File: src/rtl/hdlc_rx_monitor.sv
// In-line protocol monitor for the HDLC Rx path: checks flag/abort response latency,
// DataOut stability while the line idles, and idle timeout; reports via sticky flags and counters.
module hdlc_rx_monitor #(
    parameter int unsigned FLAG_LAT     = 2,
    parameter int unsigned ABORT_LAT    = 1,
    parameter int unsigned IDLE_LEN     = 8,
    parameter int unsigned IDLE_TIMEOUT = 100,
    parameter int unsigned CNT_W        = 16
) (
    input  logic             Clk,
    input  logic             Rst,
    input  logic             En,
    input  logic             Rx,
    input  logic             Rx_FlagDetect,
    input  logic             Rx_ValidFrame,
    input  logic             Rx_AbortDetect,
    input  logic             Rx_AbortSignal,
    input  logic [31:0]      DataOut,
    input  logic             ClrErr,
    output logic [3:0]       ErrFlag,
    output logic [CNT_W-1:0] ErrCnt,
    output logic [1:0]       FirstErrCode,
    output logic             FirstErrValid,
    output logic             Idle
);

    localparam int unsigned DATA_W   = 32;
    localparam int unsigned ERR_N    = 4;
    localparam int unsigned OC_W     = $clog2(IDLE_LEN);
    localparam int unsigned TMR_W    = (IDLE_TIMEOUT > 1) ? $clog2(IDLE_TIMEOUT) : 1;
    localparam int unsigned TMR_LAST = (IDLE_TIMEOUT == 0) ? 0 : IDLE_TIMEOUT - 1;
    localparam int unsigned SUM_W    = CNT_W + 3;
    localparam logic [7:0]  FLAG_PAT = 8'h7E;

    localparam logic [0:0] S_HUNT = 1'b0;
    localparam logic [0:0] S_IDLE = 1'b1;

    // Flag / abort latency pipes
    logic [7:0]           sreg_q,       sreg_d;
    logic [FLAG_LAT-1:0]  flag_pipe_q,  flag_pipe_d;
    logic [ABORT_LAT-1:0] abort_pipe_q, abort_pipe_d;
    logic                 flag_hit;
    logic                 abort_hit;

    // Idle FSM
    logic [0:0]           state_q, state_d;
    logic [OC_W-1:0]      ones_q,  ones_d;
    logic [TMR_W-1:0]     timer_q, timer_d;
    logic [DATA_W-1:0]    cap_q,   cap_d;
    logic                 idle_data_err;
    logic                 idle_to_err;

    // Error bookkeeping
    logic [ERR_N-1:0]     err_new;
    logic [ERR_N-1:0]     err_flag_q,    err_flag_d;
    logic [CNT_W-1:0]     err_cnt_q,     err_cnt_d;
    logic [1:0]           first_code_q,  first_code_d;
    logic                 first_valid_q, first_valid_d;
    logic [ERR_N-1:0]     base_flag;
    logic [CNT_W-1:0]     base_cnt;
    logic                 base_valid;
    logic [1:0]           base_code;
    logic [2:0]           err_pop;
    logic [SUM_W-1:0]     cnt_sum;
    logic [1:0]           err_low;

    // Line history and pending-expectation pipes; a hit enters at bit 0 and is checked at the top bit
    always_comb begin
        sreg_d       = {sreg_q[6:0], Rx};
        flag_hit     = (sreg_d == FLAG_PAT);
        abort_hit    = Rx_AbortDetect && Rx_ValidFrame;
        flag_pipe_d  = FLAG_LAT'({flag_pipe_q, flag_hit});
        abort_pipe_d = ABORT_LAT'({abort_pipe_q, abort_hit});
        if (!En) begin
            sreg_d       = '0;
            flag_pipe_d  = '0;
            abort_pipe_d = '0;
        end
    end

    // Idle-watch next-state and per-cycle idle errors
    always_comb begin
        state_d       = state_q;
        ones_d        = ones_q;
        timer_d       = timer_q;
        cap_d         = cap_q;
        idle_data_err = 1'b0;
        idle_to_err   = 1'b0;
        if (!En) begin
            state_d = S_HUNT;
            ones_d  = '0;
            timer_d = '0;
        end else begin
            case (state_q)
                S_HUNT: begin
                    if (Rx) begin
                        if (ones_q == OC_W'(IDLE_LEN - 1)) begin
                            state_d = S_IDLE;
                            cap_d   = DataOut;
                            timer_d = '0;
                        end else begin
                            ones_d = ones_q + OC_W'(1);
                        end
                    end else begin
                        ones_d = '0;
                    end
                end
                S_IDLE: begin
                    if (!Rx) begin
                        state_d = S_HUNT;
                        ones_d  = '0;
                    end else begin
                        if (DataOut != cap_q) begin
                            idle_data_err = 1'b1;
                            cap_d         = DataOut;
                        end
                        if (IDLE_TIMEOUT == 0) begin
                            timer_d = '0;
                        end else if (timer_q == TMR_W'(TMR_LAST)) begin
                            idle_to_err = 1'b1;
                            timer_d     = '0;
                        end else begin
                            timer_d = timer_q + TMR_W'(1);
                        end
                    end
                end
                default: begin
                    state_d = S_HUNT;
                    ones_d  = '0;
                    timer_d = '0;
                end
            endcase
        end
    end

    // Collect new errors; a due expectation fails when its strobe is missing
    always_comb begin
        err_new    = '0;
        err_new[0] = En && flag_pipe_q[FLAG_LAT-1]   && !Rx_FlagDetect;
        err_new[1] = En && abort_pipe_q[ABORT_LAT-1] && !Rx_AbortSignal;
        err_new[2] = idle_data_err;
        err_new[3] = idle_to_err;
    end

    // Clear first, then merge new errors so a same-cycle error survives the clear
    always_comb begin
        base_flag  = ClrErr ? '0 : err_flag_q;
        base_cnt   = ClrErr ? '0 : err_cnt_q;
        base_valid = ClrErr ? 1'b0 : first_valid_q;
        base_code  = ClrErr ? 2'd0 : first_code_q;

        err_pop = {2'b00, err_new[0]} + {2'b00, err_new[1]}
                + {2'b00, err_new[2]} + {2'b00, err_new[3]};
        cnt_sum = {3'b000, base_cnt} + SUM_W'(err_pop);

        if (err_new[0]) begin
            err_low = 2'd0;
        end else if (err_new[1]) begin
            err_low = 2'd1;
        end else if (err_new[2]) begin
            err_low = 2'd2;
        end else begin
            err_low = 2'd3;
        end

        err_flag_d = base_flag | err_new;
        err_cnt_d  = (cnt_sum[SUM_W-1:CNT_W] != '0) ? '1 : cnt_sum[CNT_W-1:0];

        first_valid_d = base_valid;
        first_code_d  = base_code;
        if (!base_valid && (err_new != '0)) begin
            first_valid_d = 1'b1;
            first_code_d  = err_low;
        end
    end

    always_ff @(posedge Clk) begin
        if (!Rst) begin
            sreg_q        <= '0;
            flag_pipe_q   <= '0;
            abort_pipe_q  <= '0;
            state_q       <= S_HUNT;
            ones_q        <= '0;
            timer_q       <= '0;
            cap_q         <= '0;
            err_flag_q    <= '0;
            err_cnt_q     <= '0;
            first_code_q  <= '0;
            first_valid_q <= 1'b0;
        end else begin
            sreg_q        <= sreg_d;
            flag_pipe_q   <= flag_pipe_d;
            abort_pipe_q  <= abort_pipe_d;
            state_q       <= state_d;
            ones_q        <= ones_d;
            timer_q       <= timer_d;
            cap_q         <= cap_d;
            err_flag_q    <= err_flag_d;
            err_cnt_q     <= err_cnt_d;
            first_code_q  <= first_code_d;
            first_valid_q <= first_valid_d;
        end
    end

    assign ErrFlag       = err_flag_q;
    assign ErrCnt        = err_cnt_q;
    assign FirstErrCode  = first_code_q;
    assign FirstErrValid = first_valid_q;
    assign Idle          = (state_q == S_IDLE);

endmodule

File: config.mk
export PLATFORM = sky130hd
export DESIGN_NAME = hdlc_rx_monitor
export DESIGN_NICKNAME = d
export VERILOG_FILES = /design/src/rtl/hdlc_rx_monitor.sv
export SDC_FILE = /design/constraint.sdc
export NUM_CORES = 1
export LEC_CHECK = 0
export CAP_MARGIN = 20
export CORE_MARGIN = 3
export CORE_UTILIZATION = 59
export CTS_BUF_LIST = sky130_fd_sc_hd__clkbuf_16
export CTS_CLUSTER_DIAMETER = 200
export DETAILED_ROUTE_END_ITERATION = 16
export PLACE_DENSITY = 0.86
export SETUP_SLACK_MARGIN = 0.5
export SYNTH_ARGS = -nofsm -noshare
export SYNTH_HDL_FRONTEND = slang
export SYNTH_SLANG_ARGS = --single-unit
File: constraint.sdc
create_clock -name Clk -period 12.9 [get_ports Clk]
set_clock_uncertainty 0.1 [all_clocks]
set_input_delay 3.225 -clock Clk [delete_from_list [all_inputs] [get_ports Clk]]
set_output_delay 3.225 -clock Clk [all_outputs]
set_load 0.02 [all_outputs]
# After elaboration in Yosys (flattened, before gate mapping)
# Cells that the tools add are included.
[totals]
ff_bits = 76
in_bits = 41
output_inout_bits = 24
wordCells = 81
[op_classes]
addsub = 6
eq_ne = 10
n_mux = 36
bitwise_logic = 2
n_reduce_logical = 16
[ops]
columns = ["cell", "count"]
rows = [
  ["2-to-1 mux 32 bit", 4],
  ["case mux 32 bit (2 select lines)", 1],
  ["2-to-1 mux 16 bit", 2],
  ["inequality test 32 bit", 1],
  ["2-to-1 mux 7 bit", 4],
  ["adder 16 x 3 -> 17 bit", 1],
  ["2-to-1 mux 1 bit", 14],
  ["case mux 7 bit (2 select lines)", 1],
  ["2-to-1 mux 3 bit", 3],
  ["equality test 8 x 7 -> 1 bit (second input constant)", 1],
  ["2-to-1 mux 2 bit", 4],
  ["inequality test 2 bit (second input constant)", 4],
  ["adder 7 x 1 -> 7 bit (second input constant)", 1],
  ["equality test 7 bit (second input constant)", 1],
  ["logical AND 1 bit", 6],
  ["case mux 3 bit (2 select lines)", 1],
  ["AND reduction 5 bit", 1],
  ["2-to-1 mux 4 bit", 1],
  ["bitwise OR 4 bit", 1],
  ["AND reduction 2 bit", 2],
  ["nonzero test 4 bit", 1],
  ["adder 2 x 1 -> 3 bit", 1],
  ["adder 3 x 1 -> 3 bit", 1],
  ["adder 3 x 1 -> 3 bit (second input constant)", 1],
  ["other kinds (10)", 12],
]

# Depth between registers and ports, before layout
[logic_depth]
depth_word = 10
depth_mapped = 15
ltp_nobuf = 14

# Worst setup path before layout
# No wires, ideal clock.
[synth_path]
path_kind = "input -> register"
start = "input DataOut[29]"
end = "register err_cnt_q[15], in the netlist ErrCnt[15]"
setup_time_ps = 74
arrival_time_ps = 6208
required_time_ps = 12726
setup_slack_ps = 6517
path_stages = 15
path_buffers = 1
cell_sequence = "xor2_1 > nor4_1 > and4_1 > a21oi_1 > inv_1 > fa_1 > fa_1 > inv_1 > fa_1 > nand3_1 > nor3_2 > and4_1 > buf_2 > nand2_1 > o21ai_0"
[synth_between]
elab_chain_len = 10
[synth_rtl]
columns = ["item", "line", "text"]
rows = [
  ["start: declaration", "18", "input logic [31:0] DataOut,"],
  ["inequality test 32 bit (*)", "113", "if (DataOut != cap_q) begin"],
  ["2-to-1 mux 1 bit (*)", "113", ""],
  ["2-to-1 mux 1 bit (*)", "109", "if (!Rx) begin"],
  ["2-to-1 mux 1 bit (*)", "94", "case (state_q)"],
  ["2-to-1 mux 1 bit (*)", "89", "if (!En) begin"],
  ["adder 2 x 1 -> 3 bit (*)", "153", "+ {2'b00, err_new[2]} + {2'b00, err_new[3]};"],
  ["adder 3 x 1 -> 3 bit (*)", "153", ""],
  ["adder 16 x 3 -> 17 bit (*)", "154", "cnt_sum = {3'b000, base_cnt} + SUM_W'(err_pop);"],
  ["nonzero test 3 bit", "167", "err_cnt_d = (cnt_sum[SUM_W-1:CNT_W] != '0) ? '1 : cnt_sum[CNT_W-1:0];"],
  ["2-to-1 mux 16 bit (*)", "167", ""],
  ["end signal: assignment", "199", "err_cnt_q <= err_cnt_d;"],
  ["end: declaration", "56", "logic [CNT_W-1:0] err_cnt_q, err_cnt_d;"],
]
# Mark *: on every way between the ends. The rest lies on a longest branch, timed or not.
# A chain may end at the register's enable or synchronous reset.

# Worst setup path after layout
[layout_path]
start = "input DataOut[26]"
end = "register err_cnt_q[13], in the netlist ErrCnt[13]"
# The elaborated chain is that of the path after synthesis.

==> flow_metrics.tcl <==
set metrics [dict create \
    avgSynthCellArea_um2 8.56 \
    crit-reg2reg-capture "ErrCnt[13]$_SDFF_PN0_" \
    cellLeakagePower_nw 1.72 \
    postLayoutSetupSlackWorst_ps 5490 \
    synth.distinct_cells 44 \
    synthMostInstantiatedCell "dfxtp_1" \
    place_hpwl_mm 7.08 \
    placementRows 30 \
    grtUsageTotal_pct 27.2 \
    route.layer.met1.wl_mm 5.03 \
    final.setup.tns_ps 0 \
    hold_violations 0 \
    number_of_antenna_violations_at_the_first_check_in_global_routing 0 \
    cp_slowest_cell "and4_1" \
    ys.warnings.count 0 \
    setup_viol 0 \
    share_of_final_layout_standard_cells_stronger_than_drive_strength_1_pct 5.10 \
    synth_edf_count 0 \
    post-route-drc-count 0 \
    worstHoldPathType "flip-flop to flip-flop" \
    die-width_um 92.1 \
    max_freq_ghz 0.135 \
    power.density_cell_area_mw_per_mm2 95.2 \
    rr_worst_depth 12 \
    timing.hold.worst_endpoint "flag_pipe_q[0]$_SDFF_PN0_" \
    syn_to_final_growth_pct 21.2 \
    clk_transition_reported_paths_ps 70 \
    synthArstFlopShare_pct 0 \
    max-slew-margin-rel_pct 24.8 \
    root_buffer "clkbuf_16" \
    top_layer_used "met4" \
    total_cts_buffers 9 \
    grt_first_pass_wirelength_mm 19.0 \
    crit_chain "clkdlybuf4s50_1, xor2_1, nor4_1, and4_1, a21oi_1, inv_1, fa_1, fa_1, inv_1, fa_1, nand3_1, nor3_2, and4_1, and3b_1, nor3_1" \
    postSynthRegisterBits 76 \
    synthesized_nets 560 \
    avg_vias_per_cell 6.70 \
    numPortBuffers 64 \
    post_cts.resized_instances 0 \
    finalWirelength_mm 11.6 \
    synthTopCellsByArea "dfxtp_1 35%, xor2_1 7.2%, o2111ai_1 6.8%, nor4b_1 6.4%, o211ai_1 5.5%" \
    critical_path.most_common_cell "fa_1" \
    avgRoutedWirePerCell_um 18.0 \
    synth_top_cell_area_share_pct 34.8 \
    grt_start_max_net_pins 116 \
    netlist_area_mm2 0.00437 \
    clock_path_buffers 2 \
    synthDominantAreaCellType "dfxtp_1" \
    beginning_of_the_worst_hold_path "sreg_q[1]$_SDFF_PN0_" \
    cts_setup_buffers 0 \
    worst-setup-path-type "input pin to flip-flop" \
    startpoint "DataOut[26]" \
    syn_inst 511 \
    register_to_register_setup_slack_ps 8270 \
    met3WireLength_um 738 \
    cts_max_level 3 \
    crit_path_max_incr_delay_ps 560 \
    ios 65 \
    critical_path.startpoint_type "input pin" \
    drt-pass1-iter-count 5 \
    number_of_buffers_inserted_for_hold_repair_after_clock_tree_synthesis 0 \
    first_iter_violations 374 \
    clkSinkCount 76 \
    timing.hold.worst_path_depth 2 \
    die_area_mm2 0.00848 \
    diodes 0 \
    worst_ir_drop_vdd_mv 0.0635 \
    wl_met2_mm 5.63 \
    via_count 4322 \
    critical_path_required_ps 13050 \
    crit_path_end_kind "flip-flop" \
    worstReg2RegStart "Idle$_SDFF_PN0_" \
    max_cap_violations 0 \
    die_height_um 92.1 \
    worst_slew_pin_slew_ps 1130 \
    timing.final.crit_period_ps 7410 \
    fin_crit_sh_pct 57.4 \
    coreArea_mm2 0.00698 \
    grt_setup_unrepaired "no" \
    number_of_global_route_vias_before_repair 3982 \
    clock_latency_ps 330 \
    initial_utilization_pct 62.6 \
    routabilityCongestion 0.817 \
    data_arrival_time_of_the_worst_path_ps 7560 \
    synth_common_cells "76 x dfxtp_1, 41 x nand3_1, 36 x xor2_1" \
    dp_slack_ps 5280 \
    max_fo_critical_path 14 \
    synth_ff_type "dfxtp_1" \
    yosysSeqAreaShare_pct 34.8 \
    final-max-slew-violation-count 0 \
    run_status "completed" \
    grt_remaining_overflow 0 \
    finalNetCount 593 \
    clock_tree_from_tritoncts "built" \
    drt.antenna.violating_nets 0 \
]
==> layout make-up <==
type / instances / area, µm²
clock buffer: 9 / 225
sequential: 76 / 1520
fill: 512 / 1680
tap: 96 / 120
multi-input combinational: 379 / 2620
timing repair buffer: 71 / 731
clock inverter: 7 / 51.3
inverter: 7 / 26.3
==> worst max path at each step <==
stage | endpoint | slack [ps] | cells after the start
after floorplan | ErrCnt[15]$_SDFF_PN0_ | 6520 | 15
after global placement | ErrCnt[13]$_SDFF_PN0_ | 5460 | 12
after detailed placement | ErrCnt[13]$_SDFF_PN0_ | 5280 | 12
after CTS | ErrCnt[13]$_SDFF_PN0_ | 5530 | 12
after global routing | ErrCnt[13]$_SDFF_PN0_ | 5230 | 15
final | ErrCnt[13]$_SDFF_PN0_ | 5490 | 15
==> worst max-delay path, delay by kind of cell <==
family                   cells  cell delay [ps]
AND/OR/NAND/NOR              7             2270
adder cells (fa/ha/maj)      3             1090
buffers and inverters        3              670
XOR/XNOR                     1              190
AO/OA/AOI/OAI                1              110
==> metal layers <==
layer	track usage, %	vias up
li1	-	2035
met1	36.0	2081
met2	45.0	182
met3	5.17	24
met4	8.29	0
met5	0	-
==> power by group <==
group           total, W  internal [W]  switching [W]
Combinational  0.0000350     0.0000161      0.0000189
Clock           0.000234      0.000131       0.000103
Sequential      0.000236      0.000235    0.000000321
==> per-stage QoR <==
| step | std cells | area (µm²) | total power (W) | hold slack, ps | utilization [%] |
|---|---|---|---|---|---|
| floorplan | 511 | 4370 | 0.000255 | 318 | - |
| global placement | 627 | 4970 | 0.000274 | 341 | 71.2 |
| detailed placement | 628 | 5000 | 0.000275 | 348 | 71.6 |
| CTS | 644 | 5270 | 0.000505 | 357 | 75.5 |
| global route | 645 | 5300 | 0.000519 | 382 | 75.9 |
| finish | 645 | 5300 | 0.000505 | 352 | 75.9 |
==> sequential cells by signal, summed over array words and instances (netlist names) <==
signal and count:
cap_q 32, FirstErrCode 2, ErrFlag 4, timer_q 7, flag_pipe_q 2, sreg_q 7, ones_q 3, ErrCnt 16
Idle 1, abort_pipe_q 1, FirstErrValid 1
==> cells by family (layout without fill, tap and decap cells) <==
kind of cell               after synthesis  after routing  synth area share (%)
muxes                                    1              1                 0.229
xor gates and xnor gates                45             45                  9.02
DFF                                     76             76                  34.8
adders and majority gates                8              8                  2.80
AOI/OAI and AO/OA                      142            142                  23.4
buffers and inverters                   56             94                  5.24
and+or+nand+nor                        183            183                  24.5
==> layout by cell type (no fill, tap or decap), types with 2 or more instances in the layout <==
cell type         n
o21ai_0          12
nor3_1            3
clkinvlp_4        2
buf_16            2
a31oi_1          34
nor4_1           10
clkdlybuf4s50_1  63
and4b_1           2
nand3_1          41
dfxtp_1          75
and3_1            8
ha_1              5
a211oi_1          2
and4_1            4
buf_4             6
a32oi_1           2
clkinv_2          2
o2111ai_1        34
nor2_1           35
o211ai_1         32
nand2b_1          8
clkbuf_16         9
xor2_1           36
a311oi_1          3
nand2_1          17
o21a_1            8
fa_1              3
inv_1             6
nand4_1           3
nor4b_1          32
a21oi_1          11
clkinv_4          2
xnor2_1           9
nor2b_1          12
Power figures use the tool's default switching activity.
